## config.mk

```make
export PLATFORM = sky130hd
export DESIGN_NAME = addsub_digit_serial
export DESIGN_NICKNAME = d
export VERILOG_FILES = /design/src/rtl/addsub_digit_serial.sv
export SDC_FILE = /design/constraint.sdc
export NUM_CORES = 1
export LEC_CHECK = 0
export ABC_CLOCK_PERIOD_IN_PS = 3790
export BUFFER_PORTS_ARGS = -buffer_cell sky130_fd_sc_hd__buf_2
export CELL_PAD_IN_SITES_DETAIL_PLACEMENT = 0
export CELL_PAD_IN_SITES_GLOBAL_PLACEMENT = 1
export CORE_ASPECT_RATIO = 1.25
export CORE_MARGIN = 4
export CORE_UTILIZATION = 42
export CTS_BUF_LIST = sky130_fd_sc_hd__clkbuf_16
export CTS_CLUSTER_SIZE = 8
export DETAILED_ROUTE_END_ITERATION = 16
export PLACE_DENSITY_LB_ADDON = 0.1
export SYNTH_ARGS = -nofsm -noshare
export SYNTH_HDL_FRONTEND = slang
export SYNTH_SLANG_ARGS = --single-unit
```

## constraint.sdc

```tcl
create_clock -name clk -period 3.79 [get_ports clk]
set_clock_uncertainty 0.05 [all_clocks]
set_input_delay 0.5685 -clock clk [delete_from_list [all_inputs] [get_ports clk]]
set_output_delay 0.5685 -clock clk [all_outputs]
set_load 0.01 [all_outputs]
```

## src/rtl/addsub_digit_serial.sv

```systemverilog
// Digit-serial two's-complement adder/subtractor, DIGIT bits per cycle.
// Define ADDSUB_OVF_EN to add the registered signed-overflow output.
module addsub_digit_serial #(
  parameter int WIDTH = 32,
  parameter int DIGIT = 8
) (
  input  logic             clk,
  input  logic             rst,
  input  logic             in_valid,
  output logic             in_ready,
  input  logic [WIDTH-1:0] A,
  input  logic [WIDTH-1:0] B,
  input  logic             mode,
  output logic             out_valid,
  input  logic             out_ready,
  output logic [WIDTH-1:0] C,
  output logic             carry_borrow_out
`ifdef ADDSUB_OVF_EN
  ,
  output logic             overflow
`endif
);

  localparam int NDIG = WIDTH / DIGIT;
  localparam int CW   = (NDIG > 1) ? $clog2(NDIG) : 1;

  typedef enum logic [1:0] {
    IDLE,
    RUN,
    DONE
  } state_t;

  state_t           state_q;
  state_t           state_d;
  logic [WIDTH-1:0] a_q;
  logic [WIDTH-1:0] bx_q;
  logic [WIDTH-1:0] work_q;
  logic [WIDTH-1:0] work_d;
  logic [WIDTH-1:0] c_q;
  logic             carry_q;
  logic             cbo_q;
  logic [CW-1:0]    cnt_q;
  logic [DIGIT-1:0] a_sl;
  logic [DIGIT-1:0] b_sl;
  logic [DIGIT:0]   sum;
  logic             accept;
  logic             last;
  int               base;

  assign accept = in_valid && (state_q == IDLE);
  assign last   = (cnt_q == CW'(NDIG - 1));

  always_comb begin
    base   = int'(cnt_q) * DIGIT;
    a_sl   = a_q[base +: DIGIT];
    b_sl   = bx_q[base +: DIGIT];
    sum    = {1'b0, a_sl} + {1'b0, b_sl}
           + {{DIGIT{1'b0}}, carry_q};
    work_d = work_q;
    work_d[base +: DIGIT] = sum[DIGIT-1:0];
  end

  always_comb begin
    state_d = state_q;
    unique case (state_q)
      IDLE: if (accept) state_d = RUN;
      RUN:  if (last) state_d = DONE;
      DONE: if (out_ready) state_d = IDLE;
      default: state_d = IDLE;
    endcase
  end

  always_ff @(posedge clk) begin
    if (rst) begin
      state_q <= IDLE;
      a_q     <= '0;
      bx_q    <= '0;
      work_q  <= '0;
      carry_q <= 1'b0;
      cnt_q   <= '0;
      c_q     <= '0;
      cbo_q   <= 1'b0;
    end else begin
      state_q <= state_d;
      if (accept) begin
        a_q     <= A;
        bx_q    <= B ^ {WIDTH{mode}};
        carry_q <= mode;
        cnt_q   <= '0;
        work_q  <= '0;
      end else if (state_q == RUN) begin
        work_q  <= work_d;
        carry_q <= sum[DIGIT];
        cnt_q   <= cnt_q + CW'(1);
        // result registers change only on the final digit
        if (last) begin
          c_q   <= work_d;
          cbo_q <= sum[DIGIT];
        end
      end
    end
  end

`ifdef ADDSUB_OVF_EN
  logic ovf_q;

  always_ff @(posedge clk) begin
    if (rst) begin
      ovf_q <= 1'b0;
    end else if (state_q == RUN && last) begin
      ovf_q <= (a_q[WIDTH-1] == bx_q[WIDTH-1])
            && (sum[DIGIT-1] != a_q[WIDTH-1]);
    end
  end

  assign overflow = ovf_q;
`endif

  assign in_ready         = (state_q == IDLE);
  assign out_valid        = (state_q == DONE);
  assign C                = c_q;
  assign carry_borrow_out = cbo_q;

endmodule

```

==> Implementation_results.wiki, run 1 <==
{| class="wikitable"
! Metric !! Value
|-
| Result of the run || finished, final reports clean
|-
| Hold endpoint || a_q[13]
|-
| Violation count after the first detailed-routing iteration || between 200 and 300
|-
| Simple-gate portion of the synthesized area || 0.159
|-
| Pin count of the biggest net entering global routing || 54
|-
| Width of the die || 115 um
|-
| Synth warn || 0
|-
| Reported leakage power || 2.80 nW
|-
| CTS Buf Count || 17
|-
| GPL Wtd Cong || 0.833
|-
| DIE AREA || 16,300 um2
|-
| Number of input and output port buffers inserted || ~100
|-
| Cell Pwr Density || 501 nW/um2
|-
| Worst hold path startpoint || A[13]
|-
| Slew @ Worst Pin || 0.891 ns
|-
| CTS tree || yes
|-
| Synthesized-area fraction occupied by ao, oa, aoi and oai cells || 0.202
|-
| Library cells used by synthesis || 41
|-
| Deepest level of the CTS H-tree || 4
|-
| Setup crit start kind || flip-flop
|-
| Total instance count after detailed placement || 895
|-
| Number of fill cells || 1,356
|-
| WS Path Type || reg2reg
|-
| Worst Reg2Reg Path Length in Cells || 9
|-
| WL final || around 15,000 um
|-
| Setup repair after global routing missed its margin || false
|-
| Clock transition at the register clock pins on the worst setup and hold paths after CTS || about 0.06 ns
|-
| Area of the core region || roughly 14,000 um2
|-
| Synthesized flop and latch total || between 100 and 150
|-
| Element type at the critical path end || flip-flop
|-
| Total setup buffers inserted after CTS || 0
|-
| Share of the cycle needed by the critical path after routing || 0.836
|-
| Avg Vias per Cell || 5.38
|-
| Maximum fanout along the worst path || 9
|-
| Vertical die dimension || 142 um
|-
| Share of synthesized area spent on multiplexers || 0.0601
|-
| Sequential cell area || approximately 2700 um2
|-
| Initial antenna violation count || 0
|-
| Total negative setup slack || 0 ns
|-
| DR pass1 iterations || 5
|-
| Cell count after synthesis || between 600 and 700
|-
| Worst VDD drop || approximately 0.24 mV
|-
| Clock network latency to the later pin of the worst-skew pair || between 0.4 and 0.5 ns
|-
| Diodes inserted || 0
|-
| Average routed wire per standard cell || 16.3 um
|-
| DP HPWL || roughly 11,000 um
|-
| Filler-free cell count of the finished design || 927
|-
| Slew margin rel. || 0.406
|-
| Combinational family with the most area after synthesis || compound AO/OA/AOI/OAI gates
|-
| Arithmetic-cell share of the synthesized area counting full adders, half adders and majority gates || 0.0338
|-
| Portion of the post-synthesis area used by sequential elements || 0.447
|-
| Via count || 4,991
|-
| Xor-xnor portion of the synthesized cell area || 0.0540
|-
| Synthesized netlist net count || 741
|-
| Arrival time of data at the critical path endpoint || 3.39 ns
|-
| Synthesized area per cell || 9.13 um2
|-
| Buffer levels on the longest clock path || 2
|-
| Count of cells resized by post-cts repair || 0
|-
| Most used flip-flop cell after synthesis || sky130_fd_sc_hd__dfxtp_1
|-
| Worst hold path cell count || 3
|-
| Root buffer cell || sky130_fd_sc_hd__clkbuf_16
|-
| Gr usage total || 0.192
|-
| Final-report hold violation count || 0
|-
| HP Class || in2reg
|-
| Post-place setup slack || 0.630 ns
|-
| Final setup vio count || 0
|-
| Via count of the first global-routing pass || between 4,000 and 5,000
|-
| Wire length of the first global-routing pass || 24,900 um
|-
| Layout overhead on the synthesized area || 19.3%
|-
| Max-capacitance violation count || 0
|-
| # rows || 48
|-
| Post-layout nets || 823
|-
| Max Slew Vio Count || 0
|-
| R2r setup slk || 0.62 ns
|-
| TritonCTS sink count || roughly 130
|-
| Fraction of final layout cells sized beyond drive strength 1 || 0.215
|-
| Number of routed nets with antenna violations || 0
|-
| Detailed-route DRC error count || 0
|-
| Ports || 104
|-
| Util after Layout || 0.514
|-
| R2R Path Start || cnt_q[0]
|-
| Data required time at the worst endpoint || 4.02 ns
|-
| Starting density of the core || 0.430
|-
| Area used by multi-input combinational logic || 3050 um2
|-
| Worst-case setup margin in the final layout || 0.621 ns
|-
| Hold slack final || 0.336 ns
|-
| EDFF count, synth || 0
|-
| Netlist area before placement || about 6000 um2
|-
| Clock period minus worst slack || 3.17 ns
|-
| Hold Buf Count CTS || 0
|-
| Aggregate global routing overflow || 0
|-
| Maximum clock frequency || between 0.3 and 0.4 GHz
|-
| R2r endpoint || C[4]
|-
| Proportion of register bits with asynchronous set or reset after synthesis || 0
|}
## layer usage
layer	GRT usage	part of all wire	vias up	routed length, um
met4	0.0587	0.018	0	267
met1	0.236	0.42	2344	6340
met5	0	0	-	0
li1	-	-	2506	-
met2	0.338	0.52	125	7870
met3	0.0363	0.042	16	635
## worst max-delay path by stage
stage                            to  slack, ns     start  cells past startpoint
after floorplan                C[4]       0.86  cnt_q[0]                      9
after global placement         C[4]       0.69  cnt_q[0]                      9
after detailed placement       C[4]       0.63  cnt_q[0]                      9
after CTS                      C[4]       0.61  cnt_q[0]                      9
after global routing      work_q[6]       0.35  cnt_q[0]                      9
final                          C[4]       0.62  cnt_q[0]                      9
## layout make-up
class                           count  area share
Timing Repair Buffer              113      0.0829
Clock inverter                     15      0.0205
Sequential cell                   134       0.375
Multi-Input combinational cell    463       0.426
Clock buffer                       17      0.0595
Tap cell                          175      0.0306
Inverter                           10     0.00525
## power by group
group | leakage, nW | total, mW | switching, mW | internal, mW
logic | 1.42 | 0.472 | 0.284 | 0.188
registers | 1.09 | 1.52 | 0.0400 | 1.48
clock network | 0.288 | 1.60 | 0.584 | 1.01
## worst max-delay path, cell delays in order (launching register included)
cell	delay [ns]
sky130_fd_sc_hd__dfxtp_1	0.62
sky130_fd_sc_hd__mux4_2	0.58
sky130_fd_sc_hd__fa_1	0.44
sky130_fd_sc_hd__inv_1	0.09
sky130_fd_sc_hd__fa_1	0.20
sky130_fd_sc_hd__nor2b_1	0.07
sky130_fd_sc_hd__o21a_1	0.18
sky130_fd_sc_hd__or3_1	0.41
sky130_fd_sc_hd__a32oi_1	0.27
sky130_fd_sc_hd__a211oi_1	0.10
## layout by cell type (no fill, tap or decap), types with 12 or more instances in the layout
master / n
sky130_fd_sc_hd__a211oi_1: 70
sky130_fd_sc_hd__a21oi_1: 50
sky130_fd_sc_hd__a22oi_1: 12
sky130_fd_sc_hd__buf_2: 102
sky130_fd_sc_hd__clkbuf_16: 17
sky130_fd_sc_hd__dfxtp_1: 134
sky130_fd_sc_hd__ha_1: 13
sky130_fd_sc_hd__inv_1: 12
sky130_fd_sc_hd__mux4_2: 16
sky130_fd_sc_hd__nand2_1: 76
sky130_fd_sc_hd__nand3_1: 20
sky130_fd_sc_hd__nor2_1: 87
sky130_fd_sc_hd__o21ai_0: 20
sky130_fd_sc_hd__xnor2_1: 36
## through the flow
| step | power (mW) | instance area, um2 |
|---|---|---|
| finish | 3.59 | 7160 |
| global route | 3.75 | 7160 |
| CTS | 3.63 | 7160 |
| detailed placement | 2.02 | 6580 |
| global placement | 2.01 | 6580 |
| floorplan | 1.88 | 6000 |
## cell usage after synthesis (4+ instances only)
library cell	instances	area, um2
sky130_fd_sc_hd__a211oi_1	70	526
sky130_fd_sc_hd__a21o_1	4	30.0
sky130_fd_sc_hd__a21oi_1	50	250
sky130_fd_sc_hd__a221oi_1	8	70.1
sky130_fd_sc_hd__a22oi_1	12	90.1
sky130_fd_sc_hd__a31oi_1	4	25.0
sky130_fd_sc_hd__a32oi_1	5	43.8
sky130_fd_sc_hd__buf_2	27	135
sky130_fd_sc_hd__clkbuf_1	20	75.1
sky130_fd_sc_hd__dfxtp_1	134	2680
sky130_fd_sc_hd__ha_1	13	163
sky130_fd_sc_hd__inv_1	9	33.8
sky130_fd_sc_hd__mux4_2	16	360
sky130_fd_sc_hd__nand2_1	76	285
sky130_fd_sc_hd__nand2b_1	4	25.0
sky130_fd_sc_hd__nand3_1	20	100
sky130_fd_sc_hd__nor2_1	87	327
sky130_fd_sc_hd__nor2b_1	7	43.8
sky130_fd_sc_hd__nor3_1	8	40.0
sky130_fd_sc_hd__o21ai_0	20	100
sky130_fd_sc_hd__xnor2_1	36	315
## flip-flops by register name (all words and copies together) (netlist names)
| name | flops |
|---|---|
| C | 32 |
| a_q | 32 |
| bx_q | 32 |
| carry_borrow_out | 1 |
| carry_q | 1 |
| cnt_q | 2 |
| state_q | 2 |
| work_q | 32 |
## logic make-up after synthesis
| group | count (synthesis) |
|---|---|
| AOI/OAI and AO/OA | 182 |
| and+or+nand+nor | 213 |
| DFF | 134 |
| buffers and inverters | 60 |
| muxes | 16 |
| adders and majority gates | 15 |
| xor gates and xnor gates | 37 |
No activity file was read; power rests on OpenSTA's default activity.
==> run 2: changes to the inputs <==
--- a/config.mk
+++ b/config.mk
@@ -5,13 +5,13 @@
 export SDC_FILE = /design/constraint.sdc
 export NUM_CORES = 1
 export LEC_CHECK = 0
-export ABC_CLOCK_PERIOD_IN_PS = 3790
+export ABC_CLOCK_PERIOD_IN_PS = 2900
 export BUFFER_PORTS_ARGS = -buffer_cell sky130_fd_sc_hd__buf_2
 export CELL_PAD_IN_SITES_DETAIL_PLACEMENT = 0
 export CELL_PAD_IN_SITES_GLOBAL_PLACEMENT = 1
 export CORE_ASPECT_RATIO = 1.25
 export CORE_MARGIN = 4
-export CORE_UTILIZATION = 42
+export CORE_UTILIZATION = 38
 export CTS_BUF_LIST = sky130_fd_sc_hd__clkbuf_16
 export CTS_CLUSTER_SIZE = 8
 export DETAILED_ROUTE_END_ITERATION = 16
==> constraint.sdc (replaced) <==
create_clock -name clk -period 2.9 [get_ports clk]
set_clock_uncertainty 0.05 [all_clocks]
set_input_delay 0.435 -clock clk [delete_from_list [all_inputs] [get_ports clk]]
set_output_delay 0.435 -clock clk [all_outputs]
set_load 0.01 [all_outputs]
==> Implementation_results.wiki, run 2 (synthesized netlist as in run 1, its figures left out) <==
{| class="wikitable"
! Metric !! Value
|-
| Diodes inserted || 0
|-
| CTS Buf Count || 17
|-
| Util after Layout || 0.477
|-
| Filler-free cell count of the finished design || 974
|-
| Final setup vio count || 0
|-
| Hold Buf Count CTS || 0
|-
| Root buffer cell || sky130_fd_sc_hd__clkbuf_16
|-
| Number of fill cells || about 1,500
|-
| Post-layout nets || ~830
|-
| Starting density of the core || 0.387
|-
| Average routed wire per standard cell || between 15 and 20 um
|-
| Maximum clock frequency || 0.362 GHz
|-
| Via count of the first global-routing pass || ~5,000
|-
| Pin count of the biggest net entering global routing || 66
|-
| Gr usage total || 0.185
|-
| Clock period minus worst slack || 2.76 ns
|-
| Post-place setup slack || around 0.03 ns
|-
| Reported leakage power || 2.86 nW
|-
| DR pass1 iterations || 4
|-
| # rows || 51
|-
| Vertical die dimension || between 100 and 150 um
|-
| Final-report hold violation count || 0
|-
| CTS tree || yes
|-
| TritonCTS sink count || 134
|-
| Avg Vias per Cell || roughly 5.2
|-
| Cell Pwr Density || 674 nW/um2
|-
| Width of the die || 120 um
|-
| Leading cell types in the layout, fill and taps excluded || 133 x sky130_fd_sc_hd__dfxtp_1, 102 x sky130_fd_sc_hd__buf_2, 87 x sky130_fd_sc_hd__nor2_1
|-
| GPL Wtd Cong || 0.828
|-
| Max-capacitance violation count || 0
|-
| Deepest level of the CTS H-tree || 4
|-
| Share of the cycle needed by the critical path after routing || 0.953
|-
| Wire length of the first global-routing pass || 25,800 um
|-
| Ports || 104
|-
| Data required time at the worst endpoint || 3.18 ns
|-
| WL final || 16,100 um
|-
| Most frequent standard cell in the layout excluding fill and tap cells || sky130_fd_sc_hd__dfxtp_1
|-
| Initial antenna violation count || 0
|-
| Total instance count after detailed placement || 942
|-
| Worst VDD drop || 0.361 mV
|-
| HP Class || in2reg
|-
| Arrival time of data at the critical path endpoint || 3.04 ns
|-
| Detailed-route DRC error count || 0
|-
| Result of the run || finished, final reports clean
|-
| Max Slew Vio Count || 0
|-
| Area of the core region || 15,500 um2
|-
| Clock network latency to the later pin of the worst-skew pair || 0.42 ns
|-
| Worst-case setup margin in the final layout || roughly 0.14 ns
|-
| Slew margin rel. || 0.394
|-
| Layout overhead on the synthesized area || 23.4%
|-
| Fraction of final layout cells sized beyond drive strength 1 || 0.247
|-
| WS Path Type || reg2reg
|-
| Clock transition at the register clock pins on the worst setup and hold paths after CTS || 0.06 ns
|-
| DP HPWL || 11,300 um
|-
| Via count || approximately 5,000
|-
| Slew @ Worst Pin || 0.909 ns
|-
| Number of routed nets with antenna violations || 0
|-
| Aggregate global routing overflow || 0
|-
| Maximum fanout along the worst path || 9
|-
| Element type at the critical path end || flip-flop
|-
| Setup crit start kind || flip-flop
|-
| DIE AREA || 17,900 um2
|-
| Number of input and output port buffers inserted || 103
|-
| Buffer levels on the longest clock path || 2
|-
| Violation count after the first detailed-routing iteration || around 240
|}
[run 2: timing repair]
action | CTS | global route
endpoints found under the setup margin | 0 | 37
buffers inserted | 0 | 0
resized for setup | 0 | 11
[run 2: worst max-delay path, stage by stage (launching register included)]
cell and delay, ns:
sky130_fd_sc_hd__dfxtp_2 0.37, sky130_fd_sc_hd__buf_4 0.23, sky130_fd_sc_hd__mux4_2 0.52, sky130_fd_sc_hd__ha_1 0.39, sky130_fd_sc_hd__o211ai_1 0.18, sky130_fd_sc_hd__o21bai_4 0.25
sky130_fd_sc_hd__and4b_4 0.30, sky130_fd_sc_hd__o21ai_0 0.11, sky130_fd_sc_hd__a211oi_1 0.28
[run 2: worst paths after layout]
kind | end | cells after the start | from | slack (ns)
worst max-delay path | C[31] | 8 | cnt_q[0] | 0.14
worst min-delay path | a_q[21] | 3 | A[21] | 0.20
worst max register to register | C[31] | 8 | cnt_q[0] | 0.14
worst min register to register | a_q[6] | 2 | a_q[6] | 0.40
[run 2: per-stage QoR]
stage / total power [mW] / area (um2) / hold slack (ns) / TNS (ns)
after global placement: 2.66 / 6710 / 0.394 / 0
final: 4.98 / 7400 / 0.201 / 0
after CTS: 5.00 / 7340 / 0.181 / 0
after floorplan: 2.45 / 6000 / 0.383 / 0
after global routing: 5.18 / 7400 / 0.193 / -0.0180
after detailed placement: 2.68 / 6710 / 0.397 / 0
[run 2: metal layers]
layer | global-route usage | vias to the layer above | routed length [um]
met5 | 0 | - | 0
met4 | 0.0896 | 0 | 510
met3 | 0.0418 | 28 | 657
met2 | 0.307 | 110 | 7970
met1 | 0.226 | 2373 | 6920
li1 | - | 2536 | -
[run 2: report_power, final]
| part | switching [mW] | internal [mW] | total [mW] |
|---|---|---|---|
| clock | 0.816 | 1.51 | 2.33 |
| sequential | 0.0508 | 1.93 | 1.98 |
| combinational | 0.397 | 0.276 | 0.673 |
| total | 1.26 | 3.72 | 4.98 |
[run 2: layout make-up]
type | instances | area [um2] | share of cell area
clock inverter | 15 | 210 | 0.0284
sequential | 134 | 2680 | 0.363
inverter | 10 | 37.5 | 0.00508
multi-input combinational | 463 | 3110 | 0.420
tap | 212 | 265 | 0.0359
timing repair buffer | 123 | 668 | 0.0903
clock buffer | 17 | 425 | 0.0575
